--- config.mk ---
export PLATFORM = sky130hd
export DESIGN_NAME = dsp_mac_seq
export DESIGN_NICKNAME = d
export VERILOG_FILES = /design/src/rtl/dsp_mac_pkg.sv /design/src/rtl/dsp_mac_seq_tag_pipe.sv /design/src/rtl/dsp_mac_seq.sv
export SDC_FILE = /design/constraint.sdc
export NUM_CORES = 1
export LEC_CHECK = 0
export ABC_AREA = 0
export CORE_MARGIN = 4
export CORE_UTILIZATION = 35
export CTS_CLUSTER_DIAMETER = 40
export DETAILED_ROUTE_END_ITERATION = 10
export DONT_BUFFER_PORTS = 1
export MAX_ROUTING_LAYER = met4
export SLEW_MARGIN = 20
export SYNTH_ARGS = -nofsm -noshare
export SYNTH_HDL_FRONTEND = slang
export SYNTH_SLANG_ARGS = --single-unit
--- constraint.sdc ---
create_clock -name CLK -period 3.6 [get_ports CLK]
set_input_delay 0.54 -clock CLK [delete_from_list [all_inputs] [get_ports CLK]]
set_output_delay 0.54 -clock CLK [all_outputs]
set_load 0.005 [all_outputs]
--- src/rtl/dsp_mac_pkg.sv ---
// Shared types and constants for the DSP48A1 MAC sequencer.
//   state_t : sequencer FSM states
//   tag_t   : per-term tag travelling alongside the DSP pipeline
//   OPM_*   : DSP48A1 OPMODE encodings used by the sequencer
//   DSP_LAT : cycles from operand register to P (A1/B1 -> M -> P)
package dsp_mac_pkg;

  typedef enum logic [1:0] {
    IDLE,
    ACCUM,
    DRAIN,
    OUT
  } state_t;

  typedef struct packed {
    logic v;
    logic first;
    logic last;
  } tag_t;

  localparam logic [7:0] OPM_FIRST = 8'h0D;  // X=M, Z=C
  localparam logic [7:0] OPM_ACC   = 8'h09;  // X=M, Z=P
  localparam logic [7:0] OPM_HOLD  = 8'h08;  // X=0, Z=P
  localparam logic [7:0] OPM_IDLE  = 8'h00;

  localparam int unsigned DSP_LAT = 3;

endpackage

--- src/rtl/dsp_mac_seq_tag_pipe.sv ---
// mac_tag_pipe: DSP_LAT-stage shift register of term tags that tracks
// each operand pair through the DSP slice registers.
//   i_clk   : rising-edge clock
//   i_rst_n : asynchronous active-low reset
//   i_clr   : synchronous clear of every stage
//   i_tag   : tag entering stage 0
//   o_tags  : all stages, index 0 newest, DSP_LAT-1 oldest
module mac_tag_pipe
  import dsp_mac_pkg::*;
(
  input  logic                 i_clk,
  input  logic                 i_rst_n,
  input  logic                 i_clr,
  input  tag_t                 i_tag,
  output tag_t [DSP_LAT-1:0]   o_tags
);

  tag_t [DSP_LAT-1:0] r_tags;

  always_ff @(posedge i_clk or negedge i_rst_n) begin
    if (!i_rst_n) begin
      r_tags <= '0;
    end else if (i_clr) begin
      r_tags <= '0;
    end else begin
      r_tags <= {r_tags[DSP_LAT-2:0], i_tag};
    end
  end

  assign o_tags = r_tags;

endmodule

--- src/rtl/dsp_mac_seq.sv ---
// dsp_mac_seq: sequences a stream of unsigned 18-bit operand pairs into an
// external DSP48A1 (A1/B1/C/M/P registered, OPMODE unregistered) so that LEN
// products accumulate onto cfg_bias, then presents the 48-bit dot product.
//   CLK, RST_N           : clock, asynchronous active-low reset
//   clr                  : synchronous abort of the current dot product
//   cfg_bias             : bias loaded through C with the first term
//   in_valid/in_ready    : operand pair handshake (in_a, in_b)
//   out_valid/out_ready  : result handshake (out_data)
//   dsp_a/b/c/d          : DSP data inputs (dsp_d tied to zero)
//   dsp_opmode, dsp_ce   : DSP control
//   dsp_p                : DSP accumulator output
module dsp_mac_seq
  import dsp_mac_pkg::*;
#(
  parameter int unsigned LEN   = 8,
  parameter int unsigned CNT_W = $clog2(LEN + 1)
) (
  input  logic        CLK,
  input  logic        RST_N,
  input  logic        clr,
  input  logic [47:0] cfg_bias,
  input  logic        in_valid,
  output logic        in_ready,
  input  logic [17:0] in_a,
  input  logic [17:0] in_b,
  output logic        out_valid,
  input  logic        out_ready,
  output logic [47:0] out_data,
  output logic [17:0] dsp_a,
  output logic [17:0] dsp_b,
  output logic [17:0] dsp_d,
  output logic [47:0] dsp_c,
  output logic [7:0]  dsp_opmode,
  output logic        dsp_ce,
  input  logic [47:0] dsp_p
);

  state_t             r_state;
  state_t             w_state_nxt;
  logic [CNT_W-1:0]   r_cnt;
  logic               r_live;
  logic [17:0]        r_a;
  logic [17:0]        r_b;
  logic [47:0]        r_c;
  logic [47:0]        r_out;
  tag_t               w_push;
  tag_t [DSP_LAT-1:0] w_tags;
  tag_t               w_tag_op;
  logic               w_hs;
  logic               w_last;
  logic               w_empty;
  logic               w_drained;
  logic [7:0]         w_opmode;

  // r_live holds in_ready and CE low until the first edge after reset.
  assign in_ready = r_live && ((r_state == IDLE) || (r_state == ACCUM));
  assign w_hs     = in_valid && in_ready && !clr;

  always_comb begin
    w_last = 1'b0;
    if (r_state == IDLE) begin
      w_last = (LEN == 1);
    end else begin
      w_last = (r_cnt == CNT_W'(LEN - 1));
    end
    w_push       = '0;
    w_push.v     = w_hs;
    w_push.first = w_hs && (r_state == IDLE);
    w_push.last  = w_hs && w_last;
  end

  mac_tag_pipe u_tag_pipe (
    .i_clk   (CLK),
    .i_rst_n (RST_N),
    .i_clr   (clr),
    .i_tag   (w_push),
    .o_tags  (w_tags)
  );

  // Tags carry no bits unless v is set, so an all-zero pipe is empty.
  assign w_empty  = (w_tags == '0);
  assign w_tag_op = w_tags[DSP_LAT-1];

  // P is stable once the last term's tag has shifted out of the pipe.
  always_comb begin
    w_drained = 1'b1;
    for (int unsigned i = 0; i < DSP_LAT; i++) begin
      if (w_tags[i].last) begin
        w_drained = 1'b0;
      end
    end
  end

  always_comb begin
    w_opmode = OPM_HOLD;
    if (w_tag_op.v) begin
      w_opmode = w_tag_op.first ? OPM_FIRST : OPM_ACC;
    end else if ((r_state == IDLE) && w_empty) begin
      w_opmode = OPM_IDLE;
    end
  end

  always_comb begin
    w_state_nxt = r_state;
    case (r_state)
      IDLE:    if (w_hs) w_state_nxt = (LEN == 1) ? DRAIN : ACCUM;
      ACCUM:   if (w_hs && w_last) w_state_nxt = DRAIN;
      DRAIN:   if (w_drained) w_state_nxt = OUT;
      OUT:     if (out_ready) w_state_nxt = IDLE;
      default: w_state_nxt = IDLE;
    endcase
    if (clr) begin
      w_state_nxt = IDLE;
    end
  end

  always_ff @(posedge CLK or negedge RST_N) begin
    if (!RST_N) begin
      r_state <= IDLE;
      r_cnt   <= '0;
      r_live  <= 1'b0;
      r_a     <= '0;
      r_b     <= '0;
      r_c     <= '0;
      r_out   <= '0;
    end else begin
      r_live  <= 1'b1;
      r_state <= w_state_nxt;
      r_a     <= w_hs ? in_a : '0;
      r_b     <= w_hs ? in_b : '0;
      if (clr) begin
        r_cnt <= '0;
      end else if (w_hs) begin
        r_cnt <= (r_state == IDLE) ? CNT_W'(1) : r_cnt + 1'b1;
      end
      if (w_hs && (r_state == IDLE)) begin
        r_c <= cfg_bias;
      end
      if (!clr && (r_state == DRAIN) && w_drained) begin
        r_out <= dsp_p;
      end
    end
  end

  assign out_valid  = (r_state == OUT);
  assign out_data   = r_out;
  assign dsp_a      = r_a;
  assign dsp_b      = r_b;
  assign dsp_d      = '0;
  assign dsp_c      = r_c;
  assign dsp_opmode = w_opmode;
  assign dsp_ce     = r_live;

endmodule

# Word-level counts from Yosys, hierarchy flattened
# Cells that the tools add are included.
dict set report totals {
  register_bits 148
  latch_bits 0
  ram_bits 0
  romBits 0
  input_bits 137
  memories 0
}
dict set report classes {
  add_sub_neg 1
  mul 0
  div 0
  magnitude_cmp 0
  n_eq_ne 8
  shifts 0
  n_mux 19
  n_bitwise 0
  reduce_logical 14
}
# operator count
set op_table {}
lappend op_table {{18-bit 2-to-1 mux} 2}
lappend op_table {{4-bit 2-to-1 mux} 5}
lappend op_table {{2-bit 2-to-1 mux} 5}
lappend op_table {{9-bit zero test} 1}
lappend op_table {{9-bit 2-to-1 mux} 1}
lappend op_table {{1-bit logical AND} 8}
lappend op_table {{2-bit case mux with 4 select lines} 1}
lappend op_table {{3-bit by 2-bit != test with 1-bit output, second input constant} 2}
lappend op_table {{3-bit != test, second input constant} 2}
lappend op_table {{4-bit by 1-bit adder with 4-bit output, second input constant} 1}
lappend op_table {{2-bit equality test, second input constant} 2}
lappend op_table {{4-bit by 3-bit equality test with 1-bit output, second input constant} 1}
lappend op_table {{1-bit 2-to-1 mux} 4}
lappend op_table {{4-bit AND reduction} 1}
lappend op_table {{3-bit 2-to-1 mux} 1}
lappend op_table {{2-bit by 1-bit equality test with 1-bit output, second input constant} 1}
lappend op_table {{2-bit zero test} 1}
lappend op_table {{2-bit nonzero test} 1}
lappend op_table {{1-bit zero test} 1}
lappend op_table {{1-bit logical OR} 1}

# Logic depth before layout (Yosys ltp)
dict set report depth {
  word_depth 9
  mapped_depth 9
  mapped_depth_nobuf 6
}

# Modules after synthesis
# Synthesis repeated with hierarchy kept, for this count alone.
dict set report hier_totals {
  hier_cells 382
  area_unflattened_um2 5718.0
}
# mod instances cells_per_inst area_each_um2 seq_area_each_um2
set modules_own_cells {}
lappend modules_own_cells {dsp_mac_seq 1 364 5436.5 3478.3}
lappend modules_own_cells {mac_tag_pipe 1 18 281.5 225.2}

# Worst setup path after synthesis
# No wires, ideal clock.
dict set report synth_path {
  path_type {reg-to-reg}
  start {reg r_state[0]}
  end {reg r_c[34] (netlist: dsp_c[34])}
  setup_ns 0.125
  arrival_time_ns 1.693
  t_required_ns 3.475
  slack_ns 1.782
  stages_incl_launch_ff 10
  path_buffers 3
  period_less_slack_ns 1.818
  path_cell_list {dfrtp_1 -> inv_1 -> ha_1 -> buf_4 -> nor2_1 -> nor3_2 -> nand2_1 -> buf_6 -> buf_6 -> mux2_4}
}
dict set report synth_between {
  elab_chain_cells 6
  word_cells_on_any_way 7
}
# element line_no
set synth_rtl {}
lappend synth_rtl {{start: declaration} dsp_mac_seq.sv:38} ;# state_t r_state;
lappend synth_rtl {{start signal: assignment} dsp_mac_seq.sv:128} ;# r_state <= w_state_nxt;
lappend synth_rtl {{2-bit by 1-bit equality test with 1-bit output / 2-bit zero test (equally long branches)} {dsp_mac_seq.sv:56, dsp_mac_seq.sv:136}}
lappend synth_rtl {{1-bit logical OR} dsp_mac_seq.sv:56} ;# assign in_ready = r_live && ((r_state == IDLE) || (r_state == ACCUM));
lappend synth_rtl {{1-bit logical AND} dsp_mac_seq.sv:56}
lappend synth_rtl {{1-bit logical AND (2 in a row)} dsp_mac_seq.sv:57} ;# assign w_hs = in_valid && in_ready && !clr;
lappend synth_rtl {{1-bit logical AND *} dsp_mac_seq.sv:136} ;# if (w_hs && (r_state == IDLE)) begin
lappend synth_rtl {{end signal: assignment} dsp_mac_seq.sv:137} ;# r_c <= cfg_bias;
lappend synth_rtl {{end: declaration} dsp_mac_seq.sv:44} ;# logic [47:0] r_c;
# Every way passes the cells marked *; elsewhere a longest branch is shown, timed or not.
# A chain may end at the register's enable or synchronous reset.

# Worst setup path after layout
dict set report layout_path {
  start {reg r_state[0]}
  end {reg r_c[27] (netlist: dsp_c[27])}
}
# The elaborated chain is that of the path after synthesis.

==> results.json <==
{
  "hpwl_mm": 9.049,
  "synth.distinct_cells": 34,
  "port-buffer-count": 0,
  "viasPerCell": 4.765,
  "antennaDiodeCount": 0,
  "rsz0062_at_grt": "false",
  "worstSetupEndpointType": "flip-flop",
  "setup_viol": 0,
  "cts_sinks": 148,
  "r2r_end": "dsp_c[27]",
  "initialDrtViolationCount": 125,
  "hold_ws_ns": -0.1746,
  "yosys-top-cells-count": "148 x dfrtp_1, 67 x mux2_2, 37 x and2_1, 30 x mux2_4, 26 x buf_4",
  "r2r_cells": 8,
  "yosys.cell_count.top_type": "dfrtp_1",
  "drtAntennaViolNets": 0,
  "hold_path.class": "in -> async",
  "synthTopCellsByArea": "dfrtp_1 64%, mux2_2 13%, mux2_4 7.8%",
  "post_cts_resized": 0,
  "violations": "negative hold slack",
  "synth_top_area_share_pct": 63.88,
  "total_power_mw": 5.445,
  "firstDrtPassIters": 7,
  "drv_cap": 0,
  "cp.required_ns": 3.90,
  "start_kind": "flip-flop",
  "clock_path_buffers": 2,
  "ir_worst_vdd_uv": 392.6,
  "synthArstFlopShare_pct": 100.0,
  "internal-power_mw": 3.895,
  "wl_per_cell_um": 19.92,
  "clk_latency_ns": 0.42,
  "drc": 0,
  "reg2reg_slack_ns": 0.95,
  "num_rows": 46,
  "grt_usage_pct": 12.73,
  "core_mm2": 0.01606,
  "fill_cells": 1440,
  "place_congestion": 0.7417,
  "vias": 2916,
  "netSwitchingPower_mw": 1.550,
  "die_h_um": 136.7,
  "grt_pass1_wl_mm": 17.36,
  "setup.worst_path.end": "dsp_c[27]",
  "cts_made_buffers": 17,
  "cp.arrival_ns": 2.95,
  "skew_ns": 0.01339,
  "status": "finished with violations",
  "power_density_mw_per_mm2": 839.4,
  "grt_max_degree": 149,
  "r2r-start": "r_state[0]",
  "fmax_ghz": 0.3771,
  "grt_pass1_vias": 3146,
  "setup-tns-final_ns": 0,
  "p_seq_share_pct": 50.3,
  "synth_warnings": 0,
  "synth_edf_count": 0,
  "synth.largest_area_cell": "dfrtp_1",
  "layout_min_cycle_time_ns": 2.652,
  "cts_root_buf": "clkbuf_16",
  "area_delta_synth_final_pct": 11.89,
  "cts_max_level": 4,
  "cts_setup_buffers": 0,
  "ys_seq_elements": 148,
  "synthCells": 379,
  "clk_pin_slew_worst_paths_ns": 0.06,
  "drt_wl_total_mm": 12.19,
  "die_area_mm2": 0.01869,
  "hold_violations": 148,
  "critPathLaunch": "r_state[0]",
  "combPwrFrac_pct": 17.4,
  "min_period_over_period_pct": 73.65,
  "slew_headroom_pct": 53.86,
  "nets": 525,
  "gr-total-overflow": 0,
  "p_leak_nw": 3.121,
  "switching_share_pct": 28.47,
  "synth_ff_type": "dfrtp_1",
  "fp.dieW_um": 136.7,
  "antenna_found_initial": 0,
  "drv_slew": 0,
  "netlist_area_mm2": 0.005798,
  "drive_above_1_share_pct": 34.85,
  "syn_area_per_cell_um2": 15.30,
  "tightest_slew_ns": 0.6921,
  "crit_fanout": 38,
  "pwr-share-clk_pct": 32.3,
  "io_pins": 298,
  "crit_type": "reg -> reg",
  "ys_seq_area_share_pct": 63.88,
  "initial_utilization_pct": 36.11,
  "cts_tree": "yes"
}
-- power groups by stage --
stage                     Clock, mW  Combinational, mW  Sequential (mW)
after CTS                      1.82              0.958             2.76
after detailed placement          0              0.961             2.78
final                          1.76              0.946             2.74
after floorplan                   0              0.884             2.60
after global placement            0              0.906             2.78
after global routing           1.90               1.03             2.81
-- kinds of logic (layout without fill, tap and decap cells) --
family                     count (synthesis)  count (layout)  synth area share [%]
AOI/OAI and AO/OA                         10              10                 1.273
DFF                                      148             148                 63.88
and+or+nand+nor                           71              71                 7.424
adders and majority gates                  5               5                 1.079
muxes                                     98              98                 20.95
buffers and inverters                     45              40                 5.265
other                                      2              24                0.1295
-- worst max-delay path: stages (launching register included) --
cell and delay, ns:
dfrtp_1 0.43, inv_1 0.10, ha_1 0.32, nor2_1 0.21, nor3_2 0.05, buf_4 0.22
nand2_2 0.47, buf_4 0.34, mux2_2 0.36
-- layer usage --
metal	GRT usage (%)	vias to the layer above	part of all wire, %
met4	4.871	0	1.3
met2	21.52	215	51
met3	6.176	11	14
met5	-	-	0
li1	-	1234	-
met1	12.68	1456	33
-- per-stage QoR --
step / instances / utilization, % / hold WS, ns / instance area (µm²) / worst slack, ns
floorplan: 401 / - / 0.2444 / 5881 / 1.782
global placement: 580 / 36.70 / 0.2488 / 5893 / 1.011
detailed placement: 580 / 36.70 / 0.2495 / 5893 / 0.8924
CTS: 612 / 40.40 / -0.2057 / 6487 / 0.9184
global route: 612 / 40.40 / -0.2055 / 6487 / 0.7172
finish: 612 / 40.40 / -0.1746 / 6487 / 0.9484
-- worst min-delay path by stage --
stage | start | end | slack (ns) | cells after the start
2_1_floorplan | RST_N | dsp_a[0] | 0.24 | 0
3_3_place_gp | RST_N | out_data[2] | 0.25 | 0
3_5_place_dp | RST_N | out_data[42] | 0.25 | 0
4_1_cts | RST_N | out_data[42] | -0.21 | 0
5_1_grt | RST_N | out_data[42] | -0.21 | 0
6_report | RST_N | out_data[42] | -0.17 | 0
-- area by class of cell --
class,count,area (µm²),area share [%]
Clock buffer,18,439.2,6.770
Multi-Input combinational cell,208,1874,28.89
Clock inverter,14,155.1,2.392
Tap cell,216,270.3,4.166
Sequential cell,148,3704,57.09
Timing Repair Buffer,4,30.03,0.4629
Inverter,4,15.01,0.2314
-- layout by cell type, fill, tap and decap left out, drive strengths merged, types with 2 or more instances in the layout --
cell / count
nand3: 2
and2: 38
ha: 5
dfrtp: 148
nor2b: 8
buf: 4
inv: 15
conb: 24
nand2b: 2
mux2: 97
or3: 2
nor3: 4
nand2: 4
clkbuf: 18
a21o: 2
nor2: 5
a21oi: 3
-- flip-flops by register name (all words and copies together) (netlist names) --
name and cells:
dsp_a 18, u_tag_pipe.o_tags 9, r_state 2, dsp_b 18, dsp_c 48, dsp_ce 1
r_cnt 4, out_data 48
Note: power is estimated with default switching activity, not from simulation.
